### src/rtl/shift_reg_sequencer_pkg.sv
// Shared encodings for the shift-register sequencer: opcodes, register mode
// codes, controller states and the opcode-to-mode mapping.
package shift_reg_sequencer_pkg;

    typedef enum logic [2:0] {
        OP_NOP   = 3'b000,
        OP_LOAD  = 3'b001,
        OP_SHL   = 3'b010,
        OP_SHR   = 3'b011,
        OP_ROTL  = 3'b100,
        OP_ROTR  = 3'b101,
        OP_CLEAR = 3'b110,
        OP_RSVD  = 3'b111
    } op_e;

    typedef enum logic [1:0] {
        MODE_HOLD = 2'b00,
        MODE_SHR  = 2'b01,
        MODE_SHL  = 2'b10,
        MODE_LOAD = 2'b11
    } mode_e;

    typedef enum logic [1:0] {
        ST_IDLE = 2'b00,
        ST_RUN  = 2'b01,
        ST_DONE = 2'b10
    } state_e;

    // Rotates reuse the shift modes; the serial-in mux supplies the wrap bit.
    function automatic mode_e op_mode(input op_e op);
        mode_e m;
        case (op)
            OP_LOAD, OP_CLEAR: m = MODE_LOAD;
            OP_SHL, OP_ROTL:   m = MODE_SHL;
            OP_SHR, OP_ROTR:   m = MODE_SHR;
            default:           m = MODE_HOLD;
        endcase
        return m;
    endfunction

endpackage

### src/rtl/shift_reg_sequencer_step_counter.sv
// Loadable down-counter tracking remaining register steps; flags the final step.
module step_counter #(
    parameter int CNT_W = 3
) (
    input  logic             clk_i,
    input  logic             rst_ni,
    input  logic             load_i,
    input  logic [CNT_W-1:0] load_val_i,
    input  logic             dec_i,
    output logic             last_o
);

    logic [CNT_W-1:0] cnt_q;
    logic [CNT_W-1:0] cnt_d;

    // Next count: load wins over decrement; never wraps below zero.
    always_comb begin
        cnt_d = cnt_q;
        if (load_i) begin
            cnt_d = load_val_i;
        end else if (dec_i && (cnt_q != {CNT_W{1'b0}})) begin
            cnt_d = cnt_q - CNT_W'(1'b1);
        end else begin
            cnt_d = cnt_q;
        end
    end

    // Count register.
    always_ff @(posedge clk_i or negedge rst_ni) begin
        if (!rst_ni) begin
            cnt_q <= {CNT_W{1'b0}};
        end else begin
            cnt_q <= cnt_d;
        end
    end

    assign last_o = (cnt_q == CNT_W'(1'b1));

endmodule

### src/rtl/shift_reg_sequencer.sv
// Command sequencer for a universal shift register: accepts one command per
// handshake, drives mode/serial/parallel pins for each step, then pulses done.
module shift_reg_sequencer
    import shift_reg_sequencer_pkg::*;
#(
    parameter int WIDTH = 4,
    parameter int CNT_W = 3
) (
    input  logic             clk_i,
    input  logic             rst_ni,
    input  logic             cmd_valid_i,
    output logic             cmd_ready_o,
    input  logic [2:0]       cmd_op_i,
    input  logic [CNT_W-1:0] cmd_cnt_i,
    input  logic [WIDTH-1:0] cmd_data_i,
    input  logic             cmd_sin_i,
    input  logic             abort_i,
    input  logic [WIDTH-1:0] reg_q_i,
    output logic [1:0]       mode_o,
    output logic             ser_r_o,
    output logic             ser_l_o,
    output logic [WIDTH-1:0] par_d_o,
    output logic             busy_o,
    output logic             done_o,
    output logic             aborted_o
);

    state_e           state_q;
    op_e              op_q;
    logic             sin_q;
    mode_e            mode_q;
    logic [WIDTH-1:0] par_d_q;
    logic             done_q;
    logic             aborted_q;
    logic             busy_q;

    op_e              cmd_op_s;
    logic             accept_s;
    logic             run_s;
    logic             last_s;
    logic [CNT_W-1:0] load_val_s;
    logic             ser_r_s;
    logic             ser_l_s;
    logic             reg_q_unused_s;

    assign cmd_op_s       = op_e'(cmd_op_i);
    assign accept_s       = cmd_valid_i && (state_q == ST_IDLE);
    assign run_s          = (state_q == ST_RUN);
    assign reg_q_unused_s = ^reg_q_i;

    // Steps to run for an incoming command; zero means finish immediately.
    always_comb begin
        load_val_s = {CNT_W{1'b0}};
        case (cmd_op_s)
            OP_LOAD, OP_CLEAR:                load_val_s = CNT_W'(1'b1);
            OP_SHL, OP_SHR, OP_ROTL, OP_ROTR: load_val_s = cmd_cnt_i;
            default:                          load_val_s = {CNT_W{1'b0}};
        endcase
    end

    step_counter #(
        .CNT_W (CNT_W)
    ) u_step_counter (
        .clk_i      (clk_i),
        .rst_ni     (rst_ni),
        .load_i     (accept_s),
        .load_val_i (load_val_s),
        .dec_i      (run_s),
        .last_o     (last_s)
    );

    // Controller FSM with registered mode, data and status outputs.
    always_ff @(posedge clk_i or negedge rst_ni) begin
        if (!rst_ni) begin
            state_q   <= ST_IDLE;
            op_q      <= OP_NOP;
            sin_q     <= 1'b0;
            mode_q    <= MODE_HOLD;
            par_d_q   <= {WIDTH{1'b0}};
            done_q    <= 1'b0;
            aborted_q <= 1'b0;
            busy_q    <= 1'b0;
        end else begin
            case (state_q)
                ST_IDLE: begin
                    done_q    <= 1'b0;
                    aborted_q <= 1'b0;
                    if (accept_s) begin
                        op_q   <= cmd_op_s;
                        sin_q  <= cmd_sin_i;
                        busy_q <= 1'b1;
                        if (load_val_s != {CNT_W{1'b0}}) begin
                            state_q <= ST_RUN;
                            mode_q  <= op_mode(cmd_op_s);
                            par_d_q <= (cmd_op_s == OP_LOAD) ? cmd_data_i : {WIDTH{1'b0}};
                        end else begin
                            state_q <= ST_DONE;
                            done_q  <= 1'b1;
                        end
                    end else begin
                        busy_q <= 1'b0;
                    end
                end
                ST_RUN: begin
                    // The step on this edge always completes, even when aborted.
                    if (last_s || abort_i) begin
                        state_q   <= ST_DONE;
                        mode_q    <= MODE_HOLD;
                        par_d_q   <= {WIDTH{1'b0}};
                        done_q    <= 1'b1;
                        aborted_q <= abort_i;
                    end else begin
                        state_q <= ST_RUN;
                    end
                end
                ST_DONE: begin
                    state_q   <= ST_IDLE;
                    done_q    <= 1'b0;
                    aborted_q <= 1'b0;
                    busy_q    <= 1'b0;
                end
                default: begin
                    state_q   <= ST_IDLE;
                    mode_q    <= MODE_HOLD;
                    par_d_q   <= {WIDTH{1'b0}};
                    done_q    <= 1'b0;
                    aborted_q <= 1'b0;
                    busy_q    <= 1'b0;
                end
            endcase
        end
    end

    // Serial-in mux: fill bit for shifts, wrap-around bit for rotates.
    always_comb begin
        ser_r_s = 1'b0;
        ser_l_s = 1'b0;
        if (run_s) begin
            case (op_q)
                OP_SHL:  ser_l_s = sin_q;
                OP_SHR:  ser_r_s = sin_q;
                OP_ROTL: ser_l_s = reg_q_i[WIDTH-1];
                OP_ROTR: ser_r_s = reg_q_i[0];
                default: begin
                    ser_r_s = 1'b0;
                    ser_l_s = 1'b0;
                end
            endcase
        end else begin
            ser_r_s = 1'b0;
            ser_l_s = 1'b0;
        end
    end

    assign cmd_ready_o = (state_q == ST_IDLE);
    assign mode_o      = mode_q;
    assign par_d_o     = par_d_q;
    assign ser_r_o     = ser_r_s;
    assign ser_l_o     = ser_l_s;
    assign busy_o      = busy_q;
    assign done_o      = done_q;
    assign aborted_o   = aborted_q;

endmodule

### config.mk
export PLATFORM = sky130hd
export DESIGN_NAME = shift_reg_sequencer
export DESIGN_NICKNAME = d
export VERILOG_FILES = /design/src/rtl/shift_reg_sequencer_pkg.sv /design/src/rtl/shift_reg_sequencer_step_counter.sv /design/src/rtl/shift_reg_sequencer.sv
export SDC_FILE = /design/constraint.sdc
export NUM_CORES = 1
export LEC_CHECK = 0
export CORE_MARGIN = 3
export CORE_UTILIZATION = 46
export CTS_BUF_LIST = sky130_fd_sc_hd__clkbuf_16
export DETAILED_ROUTE_END_ITERATION = 7
export HOLD_SLACK_MARGIN = 0.12
export PLACE_DENSITY = 0.76
export SLEW_MARGIN = 25
export SYNTH_ARGS = -nofsm -noshare
export SYNTH_HDL_FRONTEND = slang
export SYNTH_SLANG_ARGS = --single-unit
### constraint.sdc
create_clock -name clk_i -period 1.8 [get_ports clk_i]
set_input_delay 0.54 -clock clk_i [delete_from_list [all_inputs] [get_ports clk_i]]
set_output_delay 0.54 -clock clk_i [all_outputs]
set_load 0.05 [all_outputs]
==> metrics.yaml, run 1 <==
die:
  core_area_mm2: 0.00204
  rows: 16
  die_w_um: 53.5
  die_height_um: 53.5
  pin_count: 31
  start_util: 0.508
  dieArea_mm2: 0.00286
detailed_routing:
  ant_nets: 0
  viasPerCell: 5.37
  wl_per_cell_um: 15.9
  vias: 924
  drt-initial-drc-count: 25
  drc_errors: 0
  first_pass_iters: 4
  wl_mm: 2.73
cells_and_area:
  drive_gt1_frac: 0.407
  register_area_um2: 450
  nets: 168
  fill_cells: 129
  n_antenna_cell: 0
  area_growth_pct: 57.7
  final_cell_area_mm2: 0.00164
  multi_input_area_um2: 604
setup_path:
  crit_required_ps: 1260
  cp-start-kind: "flip-flop"
  crit_type: "flip-flop to output port"
  cp_max_fo: 3
  crit_path_end_kind: "output port"
  cp.arrival_ps: 1330
global_route:
  grt_util_all_layers: 0.215
  first_global_vias: 956
  grt_pass1_wl_mm: 4.22
  overflow: 0
  grt_antenna_before_repair: 0
  grt_max_degree: 19
timing:
  worstMarginPinSlew_ps: 408
  timing.hold.ws_ps: 494
  setup_ws_ps: -69.6
  post-route-period-util: 1.04
  final.min_clock_period_ps: 1870
  slew_headroom: 0.725
  hold_viol: 0
  rsz0062_at_grt: "true"
  setup_viol: 1
  tns_ps: -69.6
  drv_slew: 0
  max_freq_mhz: 535
  clock_skew_ps: 1.15
yosys:
  syn-num-nets: 120
  ys_ff_latch: 18
  yosysMostFrequentCell: "dfrtp_1"
  ys_seq_area_frac: 0.434
  yosysWarningCount: 0
  synth-edff-count: 0
  synthCells: 98
  syn_area_per_cell_um2: 10.6
  synth_flop_cell: "dfrtp_1"
  synthTopCellsByCount: "dfrtp_1, a21oi_1, nand2_1, nor2_1"
  synthTopCellsByArea: "dfrtp_1, a21oi_1, mux2_2, a22o_2, ha_1"
  async_reset_ff_frac: 1.00
  synth_top_area_share: 0.434
  yosys.area.top_type: "dfrtp_1"
  syn_area_mm2: 0.00104
  yosys.cell_types.count: 33
cts:
  ctsRootBufferMaster: "clkbuf_16"
  clk_latency_ps: 250
  cts_tree: "yes"
  htreeDepth: 1
  clkSinkCount: 18
  clockBufferDepth: 2
  clk_pin_slew_worst_paths_ps: 50
  hold_buffers: 0
  cts_buffers: 3
power:
  p_sw_mw: 0.985
  p_seq_frac: 0.287
  swShare: 0.407
  p_int_mw: 1.44
  pwr-share-clk: 0.185
  powerDensity_mw_per_mm2: 1480
  combPwrFrac: 0.528
  leakage_nw: 0.763
  power_mw: 2.42
  vdd_drop_max_mv: 0.949
job:
  max_cap_viol_count: 0
outcome:
  outcome: "complete, but fails checks"
  failed_checks: "negative setup slack"
place:
  gp_congestion: 0.777
  place_area_mm2: 0.00150
  port_buffers: 28
  hpwl_mm: 1.97
min_path:
  worst_hold_path_type: "flip-flop to flip-flop"
[worst max-delay path: stages (launching register included)]
cell and delay [ps]:
dfrtp_1 400, nand2_1 80, nor2_2 140, a21oi_2 50, nor3_2 230, buf_12 170
[sequential cells by signal, indices dropped and copies added, names as in the netlist]
register,cells
par_d_o,4
mode_o,2
done_o,1
busy_o,1
sin_q,1
op_q,3
u_step_counter.cnt_q,3
state_q,2
aborted_o,1
[layout make-up]
class	count	area share
Inverter	4	0.00918
Timing Repair Buffer	47	0.277
Multi-Input combinational cell	72	0.370
Clock inverter	1	0.00230
Clock buffer	3	0.0459
Sequential cell	18	0.275
Tap cell	27	0.0207
[layer usage]
metal / share of wire / global-route usage
met2: 0.51 / 0.353
met5: 0 / 0
met4: 0.020 / 0.123
met1: 0.42 / 0.256
met3: 0.042 / 0.0451
[cell usage in the layout, fill, tap and decap left out, types with 3 or more instances in the layout]
cell / Yosys / routed
dfrtp_1: 18 / 18
inv_1: 4 / 4
nor2_2: 0 / 3
a22o_2: 4 / 4
clkdlybuf4s50_1: 0 / 8
clkbuf_16: 0 / 3
a21oi_1: 10 / 8
nand2_1: 9 / 9
dlygate4sd2_1: 0 / 6
a22o_1: 3 / 3
nor2_1: 8 / 4
nand2b_1: 4 / 4
ha_1: 3 / 3
buf_4: 0 / 26
mux2_2: 4 / 4
buf_12: 0 / 5
[timing repair]
| item | in CTS | in global routing |
|---|---|---|
| resized for setup | 16 | 3 |
| buffers inserted | 1 | 0 |
| pin swaps | 8 | 4 |
| endpoints found under the hold margin | 0 | 0 |
| setup endpoints to repair | 11 | 8 |
[worst paths after layout]
kind	start	end	slack [ps]	cells after the start
min	busy_o$_DFFE_PN0N_	busy_o$_DFFE_PN0N_	490	2
max reg2reg	u_step_counter.cnt_q[1]$_DFFE_PN0P_	par_d_o[0]$_DFFE_PN0P_	180	6
max in group asynchronous	rst_ni	mode_o[0]$_DFFE_PN0P_	980	2
max	op_q[1]$_DFFE_PN0P_	ser_l_o	-70	5
min reg2reg	busy_o$_DFFE_PN0N_	busy_o$_DFFE_PN0N_	490	2
min in group asynchronous	rst_ni	u_step_counter.cnt_q[1]$_DFFE_PN0P_	620	2
[stage by stage]
step | utilization | setup slack [ps] | instances
2_1_floorplan | - | -47.1 | 98
4_1_cts | 0.796 | -70.5 | 172
6_report | 0.801 | -69.6 | 172
3_3_place_gp | 0.733 | -283 | 167
5_1_grt | 0.801 | -126 | 172
3_5_place_dp | 0.733 | -317 | 167
[kinds of logic (layout without fill, tap and decap cells)]
family | count (synthesis) | count (layout) | synth area share
muxes | 4 | 4 | 0.0434
adders and majority gates | 3 | 3 | 0.0362
and+or+nand+nor | 35 | 35 | 0.199
DFF | 18 | 18 | 0.434
AOI/OAI and AO/OA | 26 | 26 | 0.208
buffers and inverters | 8 | 55 | 0.0458
xor gates and xnor gates | 4 | 4 | 0.0338
[power groups by stage]
stage	clock network (mW)	registers [mW]	logic, mW
floorplan	0	0.847	0.567
global placement	0	0.675	1.17
detailed placement	0	0.686	1.21
CTS	0.452	0.687	1.27
global route	0.474	0.709	1.36
finish	0.448	0.694	1.28
Power figures use the tool's default switching activity.
==> run 2, diff against run 1 <==
--- a/config.mk
+++ b/config.mk
@@ -5,10 +5,12 @@
 export SDC_FILE = /design/constraint.sdc
 export NUM_CORES = 1
 export LEC_CHECK = 0
+export CORE_ASPECT_RATIO = 0.75
 export CORE_MARGIN = 3
 export CORE_UTILIZATION = 46
 export CTS_BUF_LIST = sky130_fd_sc_hd__clkbuf_16
 export DETAILED_ROUTE_END_ITERATION = 7
+export GPL_TIMING_DRIVEN = 0
 export HOLD_SLACK_MARGIN = 0.12
 export PLACE_DENSITY = 0.76
 export SLEW_MARGIN = 25
==> run 2 against run 1 <==
Compared with the run above:
- critical path depth down 1
- sequential share of layout area up 2.4 points
- clock skew increased by 3.2 ps
- clock-buffer cell count unchanged
- the run still ends with negative setup slack left
- critical endpoint is now ser_r_o
- critical path type is now input port to output port
==> metrics.yaml, run 2 (synthesis gave the netlist of run 1 again) <==
outcome:
  outcome: "complete, but fails checks"
  failed_checks: "negative setup slack"
detailed_routing:
  ant_nets: 0
  vias: 902
  wl_mm: 2.54
  wl_per_cell_um: 15.8
  first_pass_iters: 4
  viasPerCell: 5.60
  drt-initial-drc-count: 24
  drc_errors: 0
timing:
  setup_ws_ps: -59.1
  hold_viol: 0
  max_freq_mhz: 538
  final.min_clock_period_ps: 1860
  post-route-period-util: 1.03
  clock_skew_ps: 4.39
  setup_viol: 1
  slew_headroom: 0.454
  worstMarginPinSlew_ps: 816
  drv_slew: 0
  timing.hold.ws_ps: 465
  rsz0062_at_grt: "true"
setup_path:
  cp-start-kind: "input port"
  crit_required_ps: 1260
  crit_path_end_kind: "output port"
  crit_type: "input port to output port"
  cp_max_fo: 1
  cp.arrival_ps: 1320
  rrSetupSlack_ps: 250
power:
  vdd_drop_max_mv: 0.910
  leakage_nw: 0.702
  powerDensity_mw_per_mm2: 1500
  power_mw: 2.26
cells_and_area:
  fin_util: 0.731
  finalNonFillerCells: 161
  n_antenna_cell: 0
  fill_cells: 166
  nets: 160
  final_cell_mix: "dfrtp_1, dlygate4sd2_1, nand2_1, a21oi_1, buf_4"
  drive_gt1_frac: 0.314
  largest_reg_flops: 4
  area_growth_pct: 45.7
cts:
  htreeDepth: 1
  clk_pin_slew_worst_paths_ps: 50
  clk_latency_ps: 260
  clkSinkCount: 18
  ctsRootBufferMaster: "clkbuf_16"
  cts_tree: "yes"
  cts_buffers: 3
  clockBufferDepth: 2
global_route:
  grt_util_all_layers: 0.190
  overflow: 0
  grt_antenna_before_repair: 0
  grt_max_degree: 19
  first_global_vias: 835
  grt_pass1_wl_mm: 3.84
die:
  rows: 14
  die_height_um: 47.1
  pin_count: 31
  core_area_mm2: 0.00207
  dieArea_mm2: 0.00287
  start_util: 0.502
  die_w_um: 60.8
place:
  dp.cells: 149
  hpwl_mm: 1.72
  port_buffers: 27
  dp_slack_ps: -772
  gp_congestion: 0.757
job:
  max_cap_viol_count: 0
min_path:
  worst_hold_path_type: "flip-flop to flip-flop"
## run 2: changes by cell type in the layout (fill, tap and decap cells not counted), moves of 2 or more
cell            delta
buf_6              +5
dlygate4sd2_1     +10
dfrtp_2            +2
dfrtp_1            -2
dlymetal6s2s_1     -2
buf_12             -5
buf_4             -17
## run 2: layout make-up
cell class              instances  area, µm²  share of cell area
clock inverters                 1       3.75             0.00248
well taps                      24       30.0              0.0199
flip-flops and latches         18        453               0.300
plain buffers                   3       27.5              0.0182
clock buffers                   3       75.1              0.0497
inverters                       4       15.0             0.00993
multi-input cells              72        586               0.387
repair buffers                 36        322               0.213
## run 2: worst paths after layout
kind / cells past startpoint / end / from
worst max-delay path: 4 / ser_r_o / reg_q_i[0]
worst min-delay path: 2 / busy_o$_DFFE_PN0N_ / busy_o$_DFFE_PN0N_
worst max register to register: 6 / mode_o[0]$_DFFE_PN0P_ / u_step_counter.cnt_q[1]$_DFFE_PN0P_
worst min register to register: 2 / busy_o$_DFFE_PN0N_ / busy_o$_DFFE_PN0N_
max in group asynchronous: 1 / state_q[0]$_DFFE_PN0N_ / rst_ni
min in group asynchronous: 1 / done_o$_DFFE_PN0P_ / rst_ni
## run 2: per-stage QoR
| step | area (µm²) | setup TNS (ps) |
|---|---|---|
| 2_1_floorplan | 1050 | -49.4 |
| 3_3_place_gp | 1350 | -5340 |
| 3_5_place_dp | 1350 | -6010 |
| 4_1_cts | 1460 | -171 |
| 5_1_grt | 1510 | -185 |
| 6_report | 1510 | -59.1 |
## run 2: critical path, stage by stage
cell             delay [ps]
clkdlybuf4s50_1         450
a21oi_1                  60
nor2_2                  100
buf_6                   160
## run 2: power breakdown
| group | switching, mW | internal (mW) |
|---|---|---|
| clock | 0.158 | 0.296 |
| sequential | 0.124 | 0.558 |
| combinational | 0.666 | 0.462 |
| total | 0.948 | 1.32 |
## run 2: repair_timing
item | in CTS | in global routing
pin swaps | 6 | 3
setup buffers | 4 | 5
endpoints found under the setup margin | 21 | 3
resized for setup | 42 | 5
cloned | 0 | 0
hold buffers | 0 | 0
## run 2: metal layers
metal	GRT usage	up-vias	wire length, µm
met3	0.0742	2	200
met2	0.309	33	1200
li1	-	427	-
met4	0.0390	0	21
met5	0	-	0
met1	0.245	440	1110
